--- src/rtl/ts_channel_switch_ctrl.sv ---
// -----------------------------------------------------------------------------
// ts_channel_switch_ctrl
//
// Purpose:
//   Packet-aware channel selection controller for the 4-input MPEG-TS mux
//   that feeds the async FIFO (clk2 domain). Once per evaluation window it
//   ranks the four channels by their packet-loss increment and may request a
//   switch to the best one. Switches are only performed on 188-byte packet
//   boundaries, and every packet written to the FIFO starts with a sync byte.
//
// Ports:
//   clk2          in   1    main clock
//   rst           in   1    synchronous active-high reset
//   valid_in      in   4    per-channel byte valid
//   sync_in       in   4    per-channel sync-byte flag (qualified by valid_in)
//   err_count     in   128  four 32-bit cumulative loss counters, ch n at [32n+31:32n]
//   fifo_full     in   1    FIFO full flag (write side)
//   mux_ctrl      out  2    selected channel (registered)
//   w_en          out  1    FIFO write enable (combinational)
//   state_o       out  2    0 = ALIGN, 1 = RUN, 2 = DRAIN
//   switch_count  out  16   completed switches, saturating
//   drop_count    out  16   bytes lost to fifo_full, saturating
// -----------------------------------------------------------------------------
module ts_channel_switch_ctrl #(
  parameter int unsigned PKT_LEN     = 188,
  parameter int unsigned WINDOW      = 27000,
  parameter int unsigned HYST        = 2,
  parameter int unsigned HOLDOFF_WIN = 4
) (
  input  logic         clk2,
  input  logic         rst,
  input  logic [3:0]   valid_in,
  input  logic [3:0]   sync_in,
  input  logic [127:0] err_count,
  input  logic         fifo_full,
  output logic [1:0]   mux_ctrl,
  output logic         w_en,
  output logic [1:0]   state_o,
  output logic [15:0]  switch_count,
  output logic [15:0]  drop_count
);

  localparam int unsigned NCH    = 4;
  localparam int unsigned ERR_W  = 32;
  localparam int unsigned CNT_W  = 16;
  localparam int unsigned IDX_W  = (PKT_LEN > 2) ? $clog2(PKT_LEN) : 1;
  localparam int unsigned CUR_W  = IDX_W + 1;
  localparam int unsigned WIN_W  = (WINDOW > 2) ? $clog2(WINDOW) : 1;
  localparam int unsigned HOLD_W = (HOLDOFF_WIN > 0) ? $clog2(HOLDOFF_WIN + 1) : 1;

  typedef enum logic [1:0] {
    ST_ALIGN = 2'd0,
    ST_RUN   = 2'd1,
    ST_DRAIN = 2'd2
  } state_e;

  // ---------------------------------------------------------------------------
  // State
  // ---------------------------------------------------------------------------
  state_e            state_q, state_d;
  logic [1:0]        mux_q, mux_d;
  logic [1:0]        target_q, target_d;
  logic [IDX_W-1:0]  idx_q, idx_d;
  logic [WIN_W-1:0]  win_q, win_d;
  logic [HOLD_W-1:0] hold_q, hold_d;
  logic [CNT_W-1:0]  sw_cnt_q, sw_cnt_d;
  logic [CNT_W-1:0]  drop_q, drop_d;
  logic [ERR_W-1:0]  prev_q [NCH];

  // ---------------------------------------------------------------------------
  // Selected-channel byte tracking
  // ---------------------------------------------------------------------------
  logic             v;
  logic             y;
  logic [CUR_W-1:0] idx_inc;
  logic [CUR_W-1:0] cur;
  logic             pkt_end;

  assign v       = valid_in[mux_q];
  assign y       = sync_in[mux_q] & v;
  assign idx_inc = CUR_W'(idx_q) + CUR_W'(1);
  // Position of the byte presented this cycle within its packet.
  assign cur     = y ? '0 : idx_inc;
  assign pkt_end = v & ~y & (cur == CUR_W'(PKT_LEN - 1));

  // ---------------------------------------------------------------------------
  // Window counter
  // ---------------------------------------------------------------------------
  logic win_end;

  assign win_end = (win_q == WIN_W'(WINDOW - 1));
  assign win_d   = win_end ? '0 : (win_q + WIN_W'(1));

  // ---------------------------------------------------------------------------
  // Per-window loss ranking; modular subtraction absorbs counter wrap-around
  // ---------------------------------------------------------------------------
  logic [ERR_W-1:0] delta [NCH];
  logic [1:0]       best;

  always_comb begin
    for (int n = 0; n < NCH; n++) begin
      delta[n] = err_count[ERR_W*n +: ERR_W] - prev_q[n];
    end
    // Strict less-than keeps ties on the lowest index.
    best = 2'd0;
    for (int n = 1; n < NCH; n++) begin
      if (delta[n] < delta[best]) begin
        best = 2'(n);
      end
    end
  end

  logic [ERR_W-1:0] d_sel;
  logic [ERR_W-1:0] d_best;
  logic [ERR_W-1:0] margin;
  logic             sw_req;

  assign d_sel  = delta[mux_q];
  assign d_best = delta[best];
  assign margin = d_sel - d_best;
  // Decision only in RUN with holdoff expired and a clear advantage.
  assign sw_req = win_end
                & (state_q == ST_RUN)
                & (hold_q == '0)
                & (best != mux_q)
                & (d_sel > d_best)
                & (margin > ERR_W'(HYST));

  // ---------------------------------------------------------------------------
  // FSM next-state and write qualification
  // ---------------------------------------------------------------------------
  logic wr_raw;   // write enable before fifo_full gating
  logic sw_done;  // switch completes at the next edge

  always_comb begin
    state_d  = state_q;
    mux_d    = mux_q;
    target_d = target_q;
    wr_raw   = 1'b0;
    sw_done  = 1'b0;
    unique case (state_q)
      ST_ALIGN: begin
        // Only a sync byte may start a packet in the FIFO.
        wr_raw = y;
        if (y) begin
          state_d = ST_RUN;
        end
      end
      ST_RUN: begin
        wr_raw = v;
        if (sw_req) begin
          target_d = best;
          state_d  = ST_DRAIN;
        end
      end
      ST_DRAIN: begin
        // Finish the current packet; an early sync ends it without writing.
        wr_raw = v & ~y;
        if (pkt_end | y) begin
          sw_done = 1'b1;
          mux_d   = target_q;
          state_d = ST_ALIGN;
        end
      end
      default: begin
        state_d = ST_ALIGN;
      end
    endcase
  end

  // ---------------------------------------------------------------------------
  // Index, holdoff and statistics next-state
  // ---------------------------------------------------------------------------
  always_comb begin
    idx_d    = idx_q;
    hold_d   = hold_q;
    sw_cnt_d = sw_cnt_q;
    drop_d   = drop_q;

    // Index follows arriving bytes regardless of FIFO state.
    if (sw_done) begin
      idx_d = '0;
    end else if (y) begin
      idx_d = '0;
    end else if (v) begin
      if (idx_inc >= CUR_W'(PKT_LEN - 1)) begin
        idx_d = IDX_W'(PKT_LEN - 1);
      end else begin
        idx_d = idx_inc[IDX_W-1:0];
      end
    end

    if (sw_done) begin
      hold_d = HOLD_W'(HOLDOFF_WIN);
    end else if (win_end && (hold_q != '0)) begin
      hold_d = hold_q - HOLD_W'(1);
    end

    if (sw_done && (sw_cnt_q != '1)) begin
      sw_cnt_d = sw_cnt_q + CNT_W'(1);
    end

    if (fifo_full && wr_raw && (drop_q != '1)) begin
      drop_d = drop_q + CNT_W'(1);
    end
  end

  // ---------------------------------------------------------------------------
  // Registers
  // ---------------------------------------------------------------------------
  always_ff @(posedge clk2) begin
    if (rst) begin
      state_q  <= ST_ALIGN;
      mux_q    <= '0;
      target_q <= '0;
      idx_q    <= '0;
      win_q    <= '0;
      hold_q   <= '0;
      sw_cnt_q <= '0;
      drop_q   <= '0;
      for (int n = 0; n < NCH; n++) begin
        prev_q[n] <= '0;
      end
    end else begin
      state_q  <= state_d;
      mux_q    <= mux_d;
      target_q <= target_d;
      idx_q    <= idx_d;
      win_q    <= win_d;
      hold_q   <= hold_d;
      sw_cnt_q <= sw_cnt_d;
      drop_q   <= drop_d;
      // Snapshot is taken every window, whatever the FSM state.
      if (win_end) begin
        for (int n = 0; n < NCH; n++) begin
          prev_q[n] <= err_count[ERR_W*n +: ERR_W];
        end
      end
    end
  end

  // ---------------------------------------------------------------------------
  // Outputs
  // ---------------------------------------------------------------------------
  assign mux_ctrl     = mux_q;
  assign state_o      = state_q;
  assign switch_count = sw_cnt_q;
  assign drop_count   = drop_q;
  assign w_en         = wr_raw & ~fifo_full;

endmodule

--- config.mk ---
export PLATFORM = sky130hd
export DESIGN_NAME = ts_channel_switch_ctrl
export DESIGN_NICKNAME = d
export VERILOG_FILES = /design/src/rtl/ts_channel_switch_ctrl.sv
export SDC_FILE = /design/constraint.sdc
export NUM_CORES = 1
export LEC_CHECK = 0
export BUFFER_PORTS_ARGS = -buffer_cell sky130_fd_sc_hd__buf_2
export CAP_MARGIN = 25
export CORE_MARGIN = 2
export CORE_UTILIZATION = 54
export CTS_CLUSTER_SIZE = 16
export DETAILED_ROUTE_END_ITERATION = 12
export GPL_ROUTABILITY_DRIVEN = 0
export PLACE_DENSITY = 0.73
export SLEW_MARGIN = 20
export SYNTH_ARGS = -nofsm -noshare
export SYNTH_HDL_FRONTEND = slang
export SYNTH_SLANG_ARGS = --single-unit
export TNS_END_PERCENT = 30
--- constraint.sdc ---
create_clock -name clk2 -period 14.6 [get_ports clk2]
set_clock_uncertainty 0.2 [all_clocks]
set_input_delay 0 -clock clk2 [delete_from_list [all_inputs] [get_ports clk2]]
set_output_delay 0 -clock clk2 [all_outputs]
set_load 0.01 [all_outputs]
==> reports/results.ini <==
[yosys]
synth_area_mm2=0.02067
syn_area_per_cell_um2=8.473
synth_top_area_cell=edfxtp_1
synth-adder-area-share=0.1604
syn_nets=2841
synthXorXnorAreaFrac=0.06567
ys.flop_type=edfxtp_1
synth-simple-area-share=0.1985
synth_edf_count=128
synthCells=2440
async_flop_share=0
synth_cell_types=91
synth_warnings=0
synth_compound_area_frac=0.2038
synth_most_common_cell=ha_1
synth_top_cell_area_share=0.1859
ys_top_cells_by_count=ha_1 (257), inv_1 (253), nor2_1 (189)
synth_top_family_by_area=compound AO/OA/AOI/OAI gates
yosysSeqAreaShare=0.2479
synth-seq-cells=192
synth_area_leaders=edfxtp_1 (19%), ha_1 (16%), dfxtp_1 (6.2%), inv_1 (4.6%), and2_1 (4.3%)
synth_mux_area_frac=0.06621

[worst_setup_path]
critPathMaxStageDelay_ns=0.52
crit_type=reg2reg
worst_ep_arrival_time_ns=14.01
cp_max_fo=19
startpoint=prev_q[1][0]
cp_slowest_cell=or4_1
crit_path_end_kind=register
worst_ep_required_time_ns=14.78
r2r-start=prev_q[1][0]
cp-start-kind=register
crit_top_cell=ha_1

[clock_network]
cts_buffers=17
cts-root-buf=clkbuf_16
clock_sinks=192
cts_max_path_buffers=2
insertion_delay_ns=0.50
htree_levels=4
clk_pin_slew_ns=0.08
cts_tree=built
post_cts_buffers=0

[timing]
worst_slack_ns=0.7684
holdWs_ns=0.02725
setup_viol=0
drv_slew=0
fin_tns_setup_ns=0
max_freq_mhz=72.30
relSlewSlack=0.2769
max_slew.worst_pin.slew_ns=1.085
fin_crit_ns=13.83
rsz0062_at_grt=no
hold_violations=0
final.period_utilization=0.9474

[detailed_routing]
routedWlPerCell_um=18.65
drt_iter0_drc=1830
route.detailed.drc=0
vias_per_cell=6.050
vias=19690
wl_um=60670
ant_nets=0
drtPass1Iterations=12

[global_route]
grt_pass1_vias=18610
grt_overflow=0
antenna_found_initial=1
grt_usage=0.3038
grt_pass1_wl_um=94790
grt_max_degree=74

[floorplanning]
die_h_um=199.7
initial_utilization=0.5489
num_rows=71
die_width_um=199.7
die_area_mm2=0.03987
pin_count=176
coreArea_mm2=0.03767

[power_and_ir_drop]
peakVddDrop_mv=0.1625
p_per_area_mw_per_mm2=150.1
leakagePower_uw=0.01069

[placed_design]
place_inst=3085
io_buffers=175
post-dp-hpwl_um=46640
pre_cts_ws_ns=0.6385

[final_layout]
areaGrowthSynthToFinish_pct=16.59
fin_cells=3254
final_util=0.6399
nets=3130
drive_gt1_frac=0.1112

[hold_path]
hp-start=valid_in[2]
hold_class=in2reg

[status]
status=finished, final reports clean

[run]
maxCapViolations=0

-- final timing paths --
kind              cells after the start     endpoint  slack (ns)
hold / removal                        4     idx_q[1]        0.03
setup reg to reg                     53  target_q[1]        0.77
hold reg to reg                       1     win_q[0]        0.25
setup / recovery                     53  target_q[1]        0.77
-- routing by layer --
layer,track usage,vias to the layer above,share of wire
met4,0.1215,0,0.035
met1,0.4042,9235,0.44
met3,0.08101,132,0.092
met2,0.4678,857,0.44
met5,0,-,0
li1,-,9464,-
-- power by group --
group          switching [uW]  internal [uW]
Clock                     240            247
Combinational            1540            996
Sequential               5.99            591
Total                    1780           1830
-- area by class of cell --
cell class | instances | area [um2]
Multi-Input combinational cell | 1936 | 14400
Antenna cell | 1 | 2.502
Clock buffer | 19 | 442.9
Inverter | 254 | 953.4
Tap cell | 511 | 639.4
Fill cell | 3200 | 13560
Clock inverter | 13 | 142.6
Sequential cell | 192 | 5125
Timing Repair Buffer | 328 | 2400
-- flip-flops by register name (all words and copies together), names as in the netlist --
| register | flops |
|---|---|
| hold_q | 3 |
| prev_q | 128 |
| target_q | 2 |
| mux_ctrl | 2 |
| win_q | 15 |
| idx_q | 8 |
| state_o | 2 |
| drop_count | 16 |
| switch_count | 16 |
-- placed cells by master, fill, tap and decap left out, types with 13 or more instances in the layout --
| cell | count |
|---|---|
| dfxtp_1 | 64 |
| inv_1 | 253 |
| xnor2_1 | 86 |
| a211oi_1 | 28 |
| ha_1 | 257 |
| buf_2 | 175 |
| mux2i_1 | 58 |
| mux4_2 | 29 |
| o21ai_0 | 102 |
| dlygate4sd3_1 | 135 |
| nand2_1 | 139 |
| o21bai_1 | 20 |
| clkbuf_16 | 17 |
| a31oi_1 | 19 |
| nand4_1 | 38 |
| xor2_1 | 69 |
| o211ai_1 | 19 |
| o21a_1 | 49 |
| o31ai_1 | 13 |
| and2_1 | 143 |
| or3_1 | 21 |
| nor2b_1 | 26 |
| nand2b_1 | 34 |
| nand3_1 | 53 |
| edfxtp_1 | 128 |
| buf_4 | 15 |
| a21oi_1 | 174 |
| and3_1 | 31 |
| nor3_1 | 52 |
| nor2_1 | 189 |
| a21o_1 | 66 |
-- critical path, delay by kind of cell, from the launching register on --
kind	cells	cell delay [ns]
buffers and inverters	4	0.61
AOI/OAI and AO/OA	24	5.42
DFF	1	0.33
and+or+nand+nor	15	4.10
muxes	3	0.88
adders and majority gates	7	2.16
-- what timing repair did --
item,4_1_cts,5_1_grt
hold buffers,135,0
gates resized for setup,0,8
setup endpoints to repair,0,4
endpoints found under the hold margin,170,0
-- metrics by stage --
step	cell area, um2	total power (uW)
final	24100	3618
after CTS	24060	3518
after detailed placement	22130	2984
after floorplan	20670	2379
after global placement	22130	2923
after global routing	24100	3824
-- cell families after synthesis --
family                   count (synthesis)
AO/OA/AOI/OAI                          630
adder cells (fa/ha/maj)                262
flip-flops                             192
AND/OR/NAND/NOR                        790
buffers and inverters                  312
XOR/XNOR                               155
multiplexers                            99
Power figures use the tool's default switching activity.
